<file path="config.mk">
export PLATFORM = sky130hd
export DESIGN_NAME = scoreboard_register_file
export DESIGN_NICKNAME = d
export VERILOG_FILES = /design/src/rtl/scoreboard_register_file.sv
export SDC_FILE = /design/constraint.sdc
export NUM_CORES = 2
export LEC_CHECK = 0
export ABC_AREA = 0
export CAP_MARGIN = 10
export CORE_ASPECT_RATIO = 0.6
export CORE_MARGIN = 1.5
export CORE_UTILIZATION = 60
export CTS_CLUSTER_DIAMETER = 30
export CTS_CLUSTER_SIZE = 28
export DETAILED_ROUTE_END_ITERATION = 16
export PLACE_DENSITY = 0.81
export SKIP_LAST_GASP = 1
export SYNTH_ARGS = -nofsm -noshare
export SYNTH_HDL_FRONTEND = slang
export SYNTH_SLANG_ARGS = --single-unit
</file>
<file path="constraint.sdc">
create_clock -name clk -period 7.5 [get_ports clk]
set_clock_uncertainty 0.05 [all_clocks]
set_input_delay 2.25 -clock clk [delete_from_list [all_inputs] [get_ports clk]]
set_output_delay 2.25 -clock clk [all_outputs]
set_load 0.01 [all_outputs]
</file>
<file path="src/rtl/scoreboard_register_file.sv">
// Register file with per-register busy bit and producer tag; dispatch reserves, write-back releases.
// Optional macro REGFILE_WB_BYPASS_EN forwards a matching write-back straight onto the read ports.
module scoreboard_register_file #(
   parameter int OPERAND_WIDTH  = 32,
   parameter int NUM_REGS       = 32,
   parameter int NUM_READ_PORTS = 2,
   parameter int TAG_WIDTH      = 4
) (
   input  logic                                        clk,
   input  logic                                        rst,
   input  logic                                        rsv_valid,
   input  logic [$clog2(NUM_REGS)-1:0]                 rsv_addr,
   input  logic [TAG_WIDTH-1:0]                        rsv_tag,
   input  logic                                        wb_valid,
   input  logic [TAG_WIDTH-1:0]                        wb_tag,
   input  logic [OPERAND_WIDTH-1:0]                    wb_data,
   input  logic                                        flush,
   input  logic [NUM_READ_PORTS*$clog2(NUM_REGS)-1:0]  rd_addr,
   output logic [NUM_READ_PORTS*OPERAND_WIDTH-1:0]     rd_data,
   output logic [NUM_READ_PORTS-1:0]                   rd_busy,
   output logic [NUM_READ_PORTS*TAG_WIDTH-1:0]         rd_tag,
   output logic [$clog2(NUM_REGS+1)-1:0]               busy_count
);

   localparam int AW = $clog2(NUM_REGS);
   localparam int CW = $clog2(NUM_REGS + 1);

   // Handshake: rsv_valid and wb_valid are single-cycle qualifiers sampled on the rising
   // edge; there is no back-pressure, every qualified request is accepted that cycle.

   logic [NUM_REGS-1:0][OPERAND_WIDTH-1:0] data_q, data_d;
   logic [NUM_REGS-1:0][TAG_WIDTH-1:0]     tag_q, tag_d;
   logic [NUM_REGS-1:0]                    busy_q, busy_d;
   logic [NUM_REGS-1:0]                    wb_hit, rsv_hit;
   logic [CW-1:0]                          count_d;
   logic                                   rsv_live;

   logic [NUM_READ_PORTS-1:0][AW-1:0]      port_addr;

   assign rsv_live  = rsv_valid && !flush && (rsv_addr != '0);
   assign port_addr = rd_addr;

   always_comb begin
      wb_hit  = '0;
      rsv_hit = '0;
      for (int r = 1; r < NUM_REGS; r++) begin
         wb_hit[r]  = wb_valid && busy_q[r] && (tag_q[r] == wb_tag);
         rsv_hit[r] = rsv_live && (rsv_addr == AW'(r));
      end
   end

   // Priority per register: flush clears busy, then a reservation beats a write-back.
   always_comb begin
      data_d  = data_q;
      tag_d   = tag_q;
      busy_d  = busy_q;
      count_d = '0;
      for (int r = 1; r < NUM_REGS; r++) begin
         if (wb_hit[r] && !rsv_hit[r]) data_d[r] = wb_data;
         if (rsv_hit[r])               tag_d[r]  = rsv_tag;
         if (flush)                    busy_d[r] = 1'b0;
         else if (rsv_hit[r])          busy_d[r] = 1'b1;
         else if (wb_hit[r])           busy_d[r] = 1'b0;
      end
      for (int r = 0; r < NUM_REGS; r++) begin
         count_d = count_d + CW'(busy_d[r]);
      end
   end

   always_ff @(posedge clk or negedge rst) begin
      if (!rst) begin
         data_q     <= '0;
         tag_q      <= '0;
         busy_q     <= '0;
         busy_count <= '0;
      end else begin
         data_q     <= data_d;
         tag_q      <= tag_d;
         busy_q     <= busy_d;
         busy_count <= count_d;
      end
   end

   always_comb begin
      rd_data = '0;
      rd_busy = '0;
      rd_tag  = '0;
      for (int p = 0; p < NUM_READ_PORTS; p++) begin
         if (port_addr[p] != '0) begin
            rd_data[p*OPERAND_WIDTH +: OPERAND_WIDTH] = data_q[port_addr[p]];
            rd_busy[p]                                = busy_q[port_addr[p]];
            rd_tag[p*TAG_WIDTH +: TAG_WIDTH]          = tag_q[port_addr[p]];
`ifdef REGFILE_WB_BYPASS_EN
            // A register being re-reserved this cycle keeps showing its stored state.
            if (wb_hit[port_addr[p]] && !rsv_hit[port_addr[p]]) begin
               rd_data[p*OPERAND_WIDTH +: OPERAND_WIDTH] = wb_data;
               rd_busy[p]                                = 1'b0;
            end
`else
`endif
         end
      end
   end

endmodule

</file>
==> Yosys cells after proc, flatten, opt, wreduce, memory -nomap -nowiden <==
Cells that the tools add are included.
{ "word_totals": {"mem_count": 0, "rom_bits": 0, "ramBits": 0, "latch_bits": 0, "reg_bits": 1153} }
{ "classes": {"multipliers": 0, "n_addsub": 30, "n_mux": 111, "n_shift": 0, "n_eq_ne": 62, "reduce_logical": 161, "bitwise_logic": 0, "div_mod_pow": 0, "order_cmp": 2} }
{ "ops": {"columns": ["cell", "count"], "rows": [
  ["32-bit binary-select mux with 5-bit select", 2],
  ["6-bit by 1-bit adder with 6-bit output", 25],
  ["32-bit 2-to-1 mux", 4],
  ["1-bit logical AND", 126],
  ["4-bit equality test", 31],
  ["1-bit 2-to-1 mux", 97],
  ["5-bit equality test, second input constant", 16],
  ["4-bit binary-select mux with 5-bit select", 2],
  ["5-bit by 4-bit equality test with 1-bit output, second input constant", 8],
  ["1-bit zero test", 32],
  ["5-bit by 3-bit equality test with 1-bit output, second input constant", 4],
  ["4-bit 2-to-1 mux", 4],
  ["5-bit nonzero test", 3],
  ["5-bit by 6-bit less-than comparator with 1-bit output, second input constant", 2],
  ["1-bit binary-select mux with 5-bit select", 2],
  ["5-bit by 2-bit equality test with 1-bit output, second input constant", 2],
  ["5-bit by 1-bit adder with 6-bit output", 1],
  ["4-bit by 1-bit adder with 5-bit output", 1],
  ["5-bit by 1-bit equality test with 1-bit output, second input constant", 1],
  ["3-bit by 1-bit adder with 4-bit output", 1],
  ["2-bit by 1-bit adder with 3-bit output", 1],
  ["1-bit by 1-bit adder with 2-bit output", 1]
]} }

==> Longest topological paths before layout <==
{ "logic_depth": {"ltp_word": 36, "mapped_depth": 24} }

==> Least setup slack after synthesis <==
No wires, ideal clock.
{ "synth_timing": {"path_type": "input -> register", "from": "input flush", "to": "register busy_count[4]", "slack_ns": -0.524, "cell_stages": 24, "setup_ns": 0.080, "t_required_ns": 7.370, "t_arrival_ns": 7.894, "cell_sequence": "buf_4 -> and3b_1 -> and3_1 -> buf_2 -> or4_1 -> buf_4 -> buf_6 -> o211ai_1 -> fa_1 -> fa_1 -> inv_1 -> fa_1 -> inv_1 -> fa_1 -> fa_1 -> inv_1 -> fa_1 -> fa_1 -> inv_1 -> fa_1 -> inv_1 -> a21o_1 -> a21oi_1 -> xnor2_1"} }
{ "synth_between": {"elab_chain_len": 36, "word_cells_on_any_way": 126} }
{ "synth_lines": {"columns": ["element", "line", "text"], "rows": [
  ["start: declaration", "17", "input logic flush,"],
  ["1-bit zero test", "40", "assign rsv_live = rsv_valid && !flush && (rsv_addr != '0);"],
  ["1-bit logical AND (2 in series)", "40", null],
  ["1-bit logical AND", "48", "rsv_hit[r] = rsv_live && (rsv_addr == AW'(r));"],
  ["1-bit 2-to-1 mux", "62", "else if (rsv_hit[r]) busy_d[r] = 1'b1;"],
  ["1-bit 2-to-1 mux", "61", "if (flush) busy_d[r] = 1'b0;"],
  ["1-bit by 1-bit adder with 2-bit output", "66", "count_d = count_d + CW'(busy_d[r]);"],
  ["2-bit by 1-bit adder with 3-bit output", "66", null],
  ["3-bit by 1-bit adder with 4-bit output", "66", null],
  ["4-bit by 1-bit adder with 5-bit output", "66", null],
  ["5-bit by 1-bit adder with 6-bit output", "66", null],
  ["6-bit by 1-bit adder with 6-bit output (24 in series)", "66", null],
  ["6-bit by 1-bit adder with 6-bit output *", "66", null],
  ["named net count_d[4]", "35", "logic [CW-1:0] count_d;"],
  ["end signal: assignment", "80", "busy_count <= count_d;"],
  ["end: declaration", "22", "output logic [$clog2(NUM_REGS+1)-1:0] busy_count"]
]} }
The timed path passes the listed nets; every way through them passes the cells marked *.
A chain may end at the register's enable or synchronous reset.

==> Worst setup path after layout <==
{ "layout_timing": {"from": "input rd_addr[9]", "to": "output rd_data[32]"} }
{ "layout_between": {"elab_chain_len": 3, "word_cells_on_any_way": 4} }
{ "layout_lines": {"columns": ["element", "line", "text"], "rows": [
  ["start: declaration", "18", "input logic [NUM_READ_PORTS*$clog2(NUM_REGS)-1:0] rd_addr,"],
  ["32-bit binary-select mux with 5-bit select", "90", "rd_data[p*OPERAND_WIDTH +: OPERAND_WIDTH] = data_q[port_addr[p]];"],
  ["32-bit 2-to-1 mux (not written as such)", "90", null],
  ["32-bit 2-to-1 mux *", "89", "if (port_addr[p] != '0) begin"],
  ["end: declaration", "19", "output logic [NUM_READ_PORTS*OPERAND_WIDTH-1:0] rd_data,"]
]} }
Mark *: on every way between the ends. The rest lies on a longest branch, timed or not. The select of a mux whose other input is x is not followed.

==> results.json <==
{
  "status": "finished with violations",
  "violations": "setup timing",
  "synthFlopType": "dfrtp_1",
  "drc_errors": 0,
  "grt_pass1_wl_um": 332000,
  "setup_viol": 1,
  "grt_max_degree": 168,
  "critPathTopFamily": "buffers and inverters",
  "hpwl_um": 140000,
  "clock-sinks": 1153,
  "syn_nets": 5167,
  "p_clk_frac": 0.485,
  "power_frac_comb": 0.111,
  "rsz0062_at_grt": "true",
  "dieArea_mm2": 0.110,
  "layout-drive-gt1-share": 0.340,
  "crit_path_max_incr_delay_ps": 690,
  "fp.dieH_um": 257,
  "drt-initial-drc-count": 6858,
  "pwr_density_cell_mw_per_mm2": 218,
  "yosysTopAreaCellShare": 0.447,
  "clkTransAtPathRegs_ps": 60,
  "clock_latency_ps": 790,
  "syn_to_final_growth_pct": 16.0,
  "cp_data_required_time_ps": 5200,
  "crit_top_cell": "clkdlybuf4s50_1",
  "grt_overflow": 0,
  "worstPathCellList": "clkdlybuf4s50_1 -> or2_2 -> buf_4 -> a221o_1 -> a31oi_1 -> nor3_1 -> clkdlybuf4s50_1",
  "port_buffers": 139,
  "p_leak_uw": 0.0365,
  "ant_nets": 0,
  "cts_root_buf": "clkbuf_16",
  "viasPerCell": 7.25,
  "hold_violations": 0,
  "postLayoutCellArea_mm2": 0.0749,
  "fmax_ghz": 0.133,
  "cpMaxStageDelayCell": "clkdlybuf4s50_1",
  "synth.ff_latch_count": 1153,
  "setup_slack_ps": -3.84,
  "final.fill_count": 6996,
  "nNetsFinal": 5322,
  "p_sw_frac": 0.273,
  "synthArstFlopShare": 1.00,
  "yosysTopAreaCell": "dfrtp_1",
  "tns_ps": -3.84,
  "crit_fanout": 9,
  "rows": 92,
  "syn-cell-area_mm2": 0.0646,
  "dieWidth_um": 426,
  "core_mm2": 0.106,
  "dr.pass1.iters": 6,
  "initial_core_util": 0.610,
  "synth.distinct_cells": 59,
  "period_share": 1.00,
  "avgSynthCellArea_um2": 12.7,
  "yosysSeqAreaShare": 0.447,
  "path_buf_inv": 3,
  "worst_pin_slew_ps": 1290,
  "synthTopCellsByArea": "dfrtp_1 (45%), mux2_2 (15%), mux2i_1 (11%)",
  "dr_total_vias": 49200,
  "cp.arrival_ps": 5200,
  "min_period_ps": 7500,
  "worst_slew_margin_rel": 0.140,
  "end_kind": "output pin",
  "ios": 140,
  "synth_enable_flop_cells": 0,
  "gp_congestion": 1.05,
  "cts_buffers": 159,
  "grtUsageTotal": 0.409,
  "h-tree-depth": 4,
  "clock_tree.buffer_depth": 3,
  "place_area_mm2": 0.0692,
  "wl_um": 225000,
  "p_seq_frac": 0.404,
  "maxSlewViolCount": 0,
  "cts_tree": "done",
  "ir_worst_vdd_mv": 0.192,
  "syn_inst": 5077,
  "grt_antenna_before_repair": 10,
  "wl_per_cell_um": 33.2,
  "p_int_uw": 11900,
  "synth_warnings": 0,
  "fin_util": 0.708,
  "crit_type": "primary input to output pin",
  "hold_path.class": "flop to flop",
  "netSwitchingPower_uw": 4460,
  "maxCapViolCount": 0,
  "first_global_vias": 49000,
  "start_kind": "primary input"
}
==> layout make-up <==
class,count,area (µm²),share of cell area
Multi-Input combinational cell,3367,33400,0.447
Sequential cell,1153,28900,0.385
Timing Repair Buffer,519,5110,0.0683
Clock buffer,186,4300,0.0574
Tap cell,1410,1760,0.0236
Clock inverter,106,1250,0.0168
Inverter,32,120,0.00160
Antenna cell,8,20.0,0.000267
==> cell usage in the layout (no fill, tap or decap), types with 56 or more instances in the layout <==
cell type           n
mux2_1            276
dfrtp_1          1153
a221o_1            74
mux2i_1           740
clkbuf_16         164
mux4_2            148
nand2_1            57
a21oi_1            56
buf_4             313
clkdlybuf4s50_1   112
o22ai_1           296
mux2_2            861
nor3_1            189
a22oi_1            74
buf_12             69
xnor2_1            66
nor2b_1            62
==> power by group through the flow <==
stage          clock network, µW  registers, µW  logic, µW
3_5_place_dp                   0           6680       1730
5_1_grt                     8230           6590       1880
3_3_place_gp                   0           6670       1710
4_1_cts                     7940           6570       1750
2_1_floorplan                  0           6590        939
6_report                    7930           6590       1810
==> worst register-to-register path: cells and delay by family, from the launching register on <==
family                   cells  cell delay, ps
AND/OR/NAND/NOR              2             770
flip-flops                   1             480
buffers and inverters        5             270
AO/OA/AOI/OAI                3             440
XOR/XNOR                     2             340
adder cells (fa/ha/maj)      8            3520
==> registers in the layout (all words and copies together), names as in the netlist <==
| signal | flops |
|---|---|
| busy_q | 31 |
| busy_count | 6 |
| tag_q | 124 |
| data_q | 992 |
==> logic make-up (layout without fill, tap and decap cells) <==
group	after synthesis	after routing	share of synthesized area
AO/OA/AOI/OAI	670	670	0.0741
XOR/XNOR	109	109	0.0148
adder cells (fa/ha/maj)	30	30	0.00849
buffers and inverters	557	843	0.0387
flip-flops	1153	1153	0.447
multiplexers	2066	2066	0.374
other	0	8	0
AND/OR/NAND/NOR	492	492	0.0427
==> Yosys cell counts (all sizes together) (11+ instances only) <==
library cell,n
a31oi,30
xnor2,67
o22ai,296
o211a,16
nand3,38
nand2b,17
or3,11
xor2,42
a211oi,44
inv,32
a22o,30
mux2,1178
or4,12
a22oi,74
mux4,148
mux2i,740
nand2,62
a221o,74
nor3,205
nor2b,66
clkbuf,274
a21oi,58
fa,23
dfrtp,1153
buf,251
nor4,45
==> per-layer routing <==
metal / vias up / track usage / wire, µm
li1: 19600 / - / -
met1: 25100 / 0.587 / 90100
met2: 3673 / 0.544 / 89500
met3: 778 / 0.166 / 35000
met4: 2 / 0.171 / 10400
met5: - / 0 / 13
==> worst paths after layout <==
path | startpoint | endpoint | slack (ps) | cells past startpoint
worst max-delay path | rd_addr[9] | rd_data[32] | -4 | 7
worst min-delay path | data_q[342] | data_q[342] | 470 | 1
worst max register to register | tag_q[91] | busy_count[4] | 1520 | 20
max in group asynchronous | rst | data_q[1003] | 4380 | 2
min in group asynchronous | rst | data_q[987] | 1450 | 1
worst min register to register | data_q[342] | data_q[342] | 470 | 1
==> through the flow <==
step | hold slack (ps) | std cells | power (µW) | setup WS [ps]
after floorplan | 425 | 5077 | 7530 | -319
after global placement | 438 | 6478 | 8380 | -875
after detailed placement | 449 | 6478 | 8410 | -911
after CTS | 466 | 6770 | 16300 | 27.8
after global routing | 474 | 6779 | 16700 | -38.8
final | 466 | 6781 | 16300 | -3.84
==> repair_timing <==
item / 4_1_cts / 5_1_grt
gates resized for setup: 2 / 21
cloned: 0 / 1
hold buffers: 0 / 0
setup endpoints to repair: 3 / 6
buffers inserted: 0 / 2
pin swaps: 0 / 11
Note: power is estimated with default switching activity, not from simulation.
